[src/rtl/sim_ctrl_device_if.sv]
// Processor data-bus channel between the CPU side (master) and the
// simulation-control device (slave): one request, one timed response strobe.
interface sim_ctrl_device_if;
    logic        req_valid;
    logic        req_ready;
    logic        req_write;
    logic [31:0] req_addr;
    logic [31:0] req_wdata;
    logic        resp_valid;
    logic [31:0] resp_rdata;
    logic        resp_err;

    modport master (
        output req_valid, req_write, req_addr, req_wdata,
        input  req_ready, resp_valid, resp_rdata, resp_err
    );

    modport slave (
        input  req_valid, req_write, req_addr, req_wdata,
        output req_ready, resp_valid, resp_rdata, resp_err
    );
endinterface

[src/rtl/sim_ctrl_device.sv]
// Simulation-control responder: TOHOST pass/fail flags, console byte FIFO,
// free-running cycle counter with forced timeout, fixed-latency bus responses.
module sim_ctrl_device #(
    parameter logic [31:0] ADDR_BASE      = 32'h8000_0000,
    parameter int unsigned LATENCY        = 2,
    parameter int unsigned FIFO_DEPTH     = 8,
    parameter logic [31:0] TIMEOUT_CYCLES = 32'd10000
) (
    input  logic                    clk,
    input  logic                    rst,
    sim_ctrl_device_if.slave        bus,
    output logic                    con_valid,
    output logic [7:0]              con_data,
    input  logic                    con_ready,
    output logic                    done,
    output logic                    pass,
    output logic [30:0]             fail_code,
    output logic                    timeout
);
    // state | meaning
    // IDLE  | ready for a request; latches write/addr/wdata on req_valid
    // WAIT  | latency countdown, requests held off
    // RESP  | one-cycle response strobe; register side effects commit here
    typedef enum logic [1:0] {S_IDLE, S_WAIT, S_RESP} state_t;

    localparam int unsigned PTR_W    = $clog2(FIFO_DEPTH);
    localparam int unsigned CNT_W    = PTR_W + 1;
    localparam logic [2:0]  LAT_INIT = 3'(LATENCY - 1);

    state_t            state_q, state_d;
    logic [2:0]        lat_q, lat_d;
    logic              wr_q, wr_d;
    logic [31:0]       addr_q, addr_d;
    logic [31:0]       wdata_q, wdata_d;
    logic [31:0]       tohost_q, tohost_d;
    logic [31:0]       cyc_q, cyc_d;
    logic              done_q, done_d;
    logic              pass_q, pass_d;
    logic              timeout_q, timeout_d;
    logic [30:0]       fail_q, fail_d;
    logic [7:0]        mem_q [FIFO_DEPTH];
    logic [7:0]        mem_d [FIFO_DEPTH];
    logic [PTR_W-1:0]  wr_ptr_q, wr_ptr_d;
    logic [PTR_W-1:0]  rd_ptr_q, rd_ptr_d;
    logic [CNT_W-1:0]  count_q, count_d;

    logic [31:0] offset;
    logic        addr_ok;
    logic        resp_now;
    logic        fifo_full;
    logic        fifo_empty;
    logic        pop;
    logic        con_wr;
    logic        push;
    logic        tohost_wr;
    logic        tohost_fin;

    always_comb begin
        offset     = addr_q - ADDR_BASE;
        addr_ok    = (offset < 32'd16) && (addr_q[1:0] == 2'b00);
        resp_now   = (state_q == S_RESP);
        fifo_full  = (count_q == CNT_W'(FIFO_DEPTH));
        fifo_empty = (count_q == '0);
        pop        = !fifo_empty && con_ready;
        con_wr     = resp_now && wr_q && addr_ok && (offset[3:2] == 2'd1);
        // a full FIFO still accepts when the head leaves in the same cycle
        push       = con_wr && (!fifo_full || pop);
        tohost_wr  = resp_now && wr_q && addr_ok && (offset[3:2] == 2'd0) && !done_q;
        tohost_fin = tohost_wr && wdata_q[0];
    end

    always_comb begin
        state_d       = state_q;
        lat_d         = lat_q;
        wr_d          = wr_q;
        addr_d        = addr_q;
        wdata_d       = wdata_q;
        bus.req_ready = 1'b0;
        case (state_q)
            S_IDLE: begin
                bus.req_ready = 1'b1;
                if (bus.req_valid) begin
                    wr_d    = bus.req_write;
                    addr_d  = bus.req_addr;
                    wdata_d = bus.req_wdata;
                    lat_d   = LAT_INIT;
                    state_d = (LATENCY == 1) ? S_RESP : S_WAIT;
                end
            end
            S_WAIT: begin
                if (lat_q == 3'd1) state_d = S_RESP;
                else               lat_d   = lat_q - 3'd1;
            end
            S_RESP:  state_d = S_IDLE;
            default: state_d = S_IDLE;
        endcase
    end

    always_comb begin
        bus.resp_valid = resp_now;
        bus.resp_err   = 1'b0;
        bus.resp_rdata = '0;
        if (resp_now) begin
            if (!addr_ok) begin
                bus.resp_err = 1'b1;
            end else if (wr_q) begin
                bus.resp_err = con_wr && !push;
            end else begin
                case (offset[3:2])
                    2'd0:    bus.resp_rdata = tohost_q;
                    2'd1:    bus.resp_rdata = 32'(count_q);
                    2'd2:    bus.resp_rdata = cyc_q;
                    default: bus.resp_rdata = {28'b0, timeout_q, fifo_full, done_q, pass_q};
                endcase
            end
        end
    end

    always_comb begin
        tohost_d  = tohost_q;
        done_d    = done_q;
        pass_d    = pass_q;
        fail_d    = fail_q;
        timeout_d = timeout_q;
        cyc_d     = done_q ? cyc_q : cyc_q + 32'd1;
        if (tohost_wr) begin
            tohost_d = wdata_q;
            if (wdata_q[0]) begin
                done_d = 1'b1;
                if (wdata_q == 32'd1) pass_d = 1'b1;
                else                  fail_d = wdata_q[31:1];
            end
        end
        // a finishing TOHOST write in the same cycle takes priority over timeout
        if (!done_q && (cyc_q == TIMEOUT_CYCLES - 32'd1) && !tohost_fin) begin
            done_d    = 1'b1;
            timeout_d = 1'b1;
        end
    end

    always_comb begin
        mem_d    = mem_q;
        wr_ptr_d = wr_ptr_q;
        rd_ptr_d = rd_ptr_q;
        count_d  = count_q;
        if (push) begin
            mem_d[wr_ptr_q] = wdata_q[7:0];
            wr_ptr_d        = wr_ptr_q + PTR_W'(1);
        end
        if (pop) rd_ptr_d = rd_ptr_q + PTR_W'(1);
        case ({push, pop})
            2'b10:   count_d = count_q + CNT_W'(1);
            2'b01:   count_d = count_q - CNT_W'(1);
            default: count_d = count_q;
        endcase
    end

    always_ff @(posedge clk) begin
        if (rst) begin
            state_q   <= S_IDLE;
            lat_q     <= '0;
            wr_q      <= 1'b0;
            addr_q    <= '0;
            wdata_q   <= '0;
            tohost_q  <= '0;
            cyc_q     <= '0;
            done_q    <= 1'b0;
            pass_q    <= 1'b0;
            fail_q    <= '0;
            timeout_q <= 1'b0;
            mem_q     <= '{default: '0};
            wr_ptr_q  <= '0;
            rd_ptr_q  <= '0;
            count_q   <= '0;
        end else begin
            state_q   <= state_d;
            lat_q     <= lat_d;
            wr_q      <= wr_d;
            addr_q    <= addr_d;
            wdata_q   <= wdata_d;
            tohost_q  <= tohost_d;
            cyc_q     <= cyc_d;
            done_q    <= done_d;
            pass_q    <= pass_d;
            fail_q    <= fail_d;
            timeout_q <= timeout_d;
            mem_q     <= mem_d;
            wr_ptr_q  <= wr_ptr_d;
            rd_ptr_q  <= rd_ptr_d;
            count_q   <= count_d;
        end
    end

    assign con_valid = !fifo_empty;
    assign con_data  = mem_q[rd_ptr_q];
    assign done      = done_q;
    assign pass      = pass_q;
    assign fail_code = fail_q;
    assign timeout   = timeout_q;
endmodule
[src/flat_wrapper.sv]
// flat-port wrapper written by rule: the top's interface ports become plain ports
module sim_ctrl_device_flat 
#(
    parameter logic [31:0] ADDR_BASE      = 32'h8000_0000,
    parameter int unsigned LATENCY        = 2,
    parameter int unsigned FIFO_DEPTH     = 8,
    parameter logic [31:0] TIMEOUT_CYCLES = 32'd10000
)
  (clk, rst, con_valid, con_data, con_ready, done, pass, fail_code, timeout, bus_req_valid, bus_req_write, bus_req_addr, bus_req_wdata, bus_req_ready, bus_resp_valid, bus_resp_rdata, bus_resp_err);
  sim_ctrl_device_if bus_i ();
  input  logic clk;
  input  logic rst;
  output logic con_valid;
  output logic [7:0] con_data;
  input  logic con_ready;
  output logic done;
  output logic pass;
  output logic [30:0] fail_code;
  output logic timeout;
  input wire logic [$bits(bus_i.req_valid)-1:0] bus_req_valid;
  input wire logic [$bits(bus_i.req_write)-1:0] bus_req_write;
  input wire logic [$bits(bus_i.req_addr)-1:0] bus_req_addr;
  input wire logic [$bits(bus_i.req_wdata)-1:0] bus_req_wdata;
  output wire logic [$bits(bus_i.req_ready)-1:0] bus_req_ready;
  output wire logic [$bits(bus_i.resp_valid)-1:0] bus_resp_valid;
  output wire logic [$bits(bus_i.resp_rdata)-1:0] bus_resp_rdata;
  output wire logic [$bits(bus_i.resp_err)-1:0] bus_resp_err;
  assign bus_i.req_valid = bus_req_valid;
  assign bus_i.req_write = bus_req_write;
  assign bus_i.req_addr = bus_req_addr;
  assign bus_i.req_wdata = bus_req_wdata;
  assign bus_req_ready = bus_i.req_ready;
  assign bus_resp_valid = bus_i.resp_valid;
  assign bus_resp_rdata = bus_i.resp_rdata;
  assign bus_resp_err = bus_i.resp_err;
  sim_ctrl_device #(.ADDR_BASE(ADDR_BASE), .LATENCY(LATENCY), .FIFO_DEPTH(FIFO_DEPTH), .TIMEOUT_CYCLES(TIMEOUT_CYCLES)) u_core (.clk(clk), .rst(rst), .bus(bus_i), .con_valid(con_valid), .con_data(con_data), .con_ready(con_ready), .done(done), .pass(pass), .fail_code(fail_code), .timeout(timeout));
endmodule
[config.mk]
export PLATFORM = sky130hd
export DESIGN_NAME = sim_ctrl_device_flat
export DESIGN_NICKNAME = d
export VERILOG_FILES = /design/src/rtl/sim_ctrl_device_if.sv /design/src/rtl/sim_ctrl_device.sv /design/src/flat_wrapper.sv
export SDC_FILE = /design/constraint.sdc
export NUM_CORES = 1
export LEC_CHECK = 0
export ABC_AREA = 1
export CORE_MARGIN = 1.5
export CORE_UTILIZATION = 54
export DETAILED_ROUTE_END_ITERATION = 8
export PLACE_DENSITY = 0.9
export SYNTH_ARGS = -nofsm -noshare
export SYNTH_HDL_FRONTEND = slang
export SYNTH_SLANG_ARGS = --single-unit
export TNS_END_PERCENT = 5
[constraint.sdc]
create_clock -name clk -period 3.9 [get_ports clk]
set_clock_uncertainty 0.05 [all_clocks]
set_input_delay 0.78 -clock clk [delete_from_list [all_inputs] [get_ports clk]]
set_output_delay 0.78 -clock clk [all_outputs]
set_load 0.1 [all_outputs]
==> impl_metrics.yaml <==
grt:
  grt_pass1_wl_mm: 51.0
  grt_overflow_total: 0
  grt_util_met1_pct: 33.3
  grt_max_degree: 96
  grt_pass1_vias: 10600
  grt-busiest-layer: "met2"
  met2_usage_pct: 51.2
  grt.total_usage_pct: 28.9
  grtUsageMet3_pct: 5.27
  antenna_found_initial: 0
sta:
  rsz0062_at_grt: "no"
  setup_slack_ns: 0.257
  max_freq_mhz: 275
  drv_slew: 0
  period_minus_slack_ns: 3.64
  setup_viol: 0
  finalCritPeriodShare_pct: 93.4
  tightest_slew_ns: 1.00
  hold_viol_final: 0
  slew_headroom_pct: 33.1
cells_and_area:
  n_antenna_cell: 0
  stdcell_area_um2: 13600
  area_growth_pct: 23.2
  final_nets: 1756
  final_cells: 1962
  drive_above_1_share_pct: 6.97
logic_synthesis:
  synthTopCellsByCount: "nor2_1 (353), dfxtp_1 (242), nand2_1 (235)"
  synth_most_common_cell: "nor2_1"
  syn_nets: 1670
  synth_top_family_by_area: "simple AND/OR/NAND/NOR gates"
  yosys.area_share.simple_pct: 27.9
  ys_seq_area_share_pct: 43.9
  syn_area_per_cell_um2: 6.93
  synth_compound_area_share_pct: 18.4
  synthAdderAreaFrac_pct: 1.09
  synth_edf_count: 0
  synth_area_leaders: "dfxtp_1 (44%), nor2_1 (12%), a21oi_1 (8.5%)"
  syn_inst: 1592
  synthDominantCellAreaShare_pct: 43.9
  ys_warn_count: 0
  ys.flop_type: "dfxtp_1"
  ys_ff_latch: 242
  synth-xor-area-share_pct: 1.03
  syn-cell-area_um2: 11000
  synth.area.mux_share_pct: 0
  yosysTopAreaCell: "dfxtp_1"
  yosysUniqueCellTypes: 39
  synth-async-reset-ratio_pct: 0
detailed_routing:
  drc: 0
  vias: 11000
  ant_nets: 0
  wl_per_cell_um: 16.0
  first_pass_iters: 6
  drt_iter0_markers: 857
  finalWirelength_mm: 31.4
  viasPerCell: 5.61
clock_network:
  postCtsHoldBufs: 0
  cts.path.max_buffers: 3
  cts_tree: "built"
  numCtsBuffers: 25
  cts.sinks: 242
  ctsResizeCount: 0
  clk_latency_ns: 0.53
  htreeDepth: 1
  clk_pin_slew_worst_paths_ns: 0.06
  root_buffer: "clkbuf_16"
  post_cts_buffers: 0
die:
  start_util_pct: 54.9
  io_pins: 147
  core_area_um2: 20100
  dieHeight_um: 146
  die-width_um: 146
  dieArea_um2: 21300
  row_count: 52
flow_run:
  cap_violations: 0
place:
  dp_hpwl_mm: 20.7
  pre_cts_ws_ns: 0.598
  io_buffers: 146
  place_inst: 1921
  place_congestion: 0.956
  place_area_um2: 12800
setup_path:
  reg2reg_depth: 14
  path_max_fanout: 32
  reg2reg_to: "u_core.count_q[3]"
  critPathCaptureType: "output pin"
  worst_setup_path_start_kind: "flop"
  cp.arrival_ns: 2.81
  crit_type: "flop to output pin"
  crit_required_ns: 3.07
  ff2ff_setup_slack_ns: 1.13
  reg2reg_from: "u_core.addr_q[7]"
hold_path:
  min_from: "u_core.lat_q[1]"
  holdPathStages: 2
  whs_endpoint: "u_core.lat_q[1]"
  hold_path.class: "flop to flop"
run_status:
  run_status: "finished clean"
pwr:
  leakage_nw: 5.20
  ir_drop_mv: 0.371
  total_power_mw: 6.45
  p_per_area_nw_per_um2: 475
[how the worst max path moves through the flow]
| stage | startpoint | endpoint | slack (ns) | cells past startpoint |
|---|---|---|---|---|
| after floorplan | u_core.state_q[1] | bus_resp_rdata[1] | -0.69 | 4 |
| after global placement | con_ready | u_core.count_q[3] | 0.66 | 12 |
| after detailed placement | con_ready | u_core.count_q[3] | 0.60 | 12 |
| after CTS | u_core.addr_q[27] | bus_resp_rdata[1] | 0.35 | 9 |
| after global routing | u_core.addr_q[28] | bus_resp_rdata[1] | 0.24 | 9 |
| final | u_core.addr_q[7] | bus_resp_rdata[2] | 0.26 | 9 |
[power by group]
part	switching [mW]	total (mW)	internal, mW
logic	1.08	1.48	0.402
registers	0.0697	2.64	2.57
clock network	0.964	2.33	1.36
total	2.11	6.45	4.33
[cell usage in the layout, fill, tap and decap left out, drive strengths merged, types with 8 or more instances in the layout]
cell / count
a21oi: 188
xor2: 9
clkdlybuf4s50: 103
o21ai: 180
a31oi: 10
nor4: 12
ha: 8
nand3: 86
inv: 94
buf: 60
nor2: 363
dfxtp: 242
nand4: 14
nand2: 236
o22ai: 11
nor3: 17
clkbuf: 35
[metrics by stage]
stage | hold slack [ns] | util (%) | TNS, ns
after floorplan | 0.390 | - | -5.75
after global placement | 0.404 | 63.7 | 0
after detailed placement | 0.406 | 63.7 | 0
after CTS | 0.423 | 67.6 | 0
after global routing | 0.448 | 67.6 | 0
final | 0.423 | 67.6 | 0
[metal layers]
layer	wire, µm	part of all wire [%]
met5	0	0
met4	1250	4.0
met3	2140	6.8
met2	15800	50
met1	12200	39
[layout make-up]
| class | instances | area [µm²] |
|---|---|---|
| Inverter | 94 | 355 |
| Sequential cell | 242 | 4840 |
| Tap cell | 270 | 338 |
| Multi-Input combinational cell | 1152 | 5350 |
| Fill cell | 1610 | 6520 |
| Clock inverter | 6 | 88.8 |
| Timing Repair Buffer | 163 | 1920 |
| Clock buffer | 35 | 693 |
[worst max-delay path, cell delays in order, from the launching register on]
cell      delay (ns)
dfxtp_1         0.32
nor2_1          0.13
nand2_1         0.11
nor2_1          0.16
nand2_2         0.11
nor2_8          0.22
nand3b_1        0.10
buf_4           0.25
a211oi_1        0.61
buf_12          0.26
[state kept, by name, indices dropped and copies added (netlist names), 4 cells and up]
| name | count |
|---|---|
| u_core.mem_q | 64 |
| u_core.addr_q | 32 |
| u_core.cyc_q | 32 |
| u_core.tohost_q | 32 |
| u_core.wdata_q | 32 |
| u_core.fail_code | 31 |
| u_core.count_q | 4 |
[cell families after synthesis]
kind of cell	Yosys count
flip-flops	242
adder cells (fa/ha/maj)	9
XOR/XNOR	13
AO/OA/AOI/OAI	396
AND/OR/NAND/NOR	734
buffers and inverters	198
Note: power is estimated with default switching activity, not from simulation.
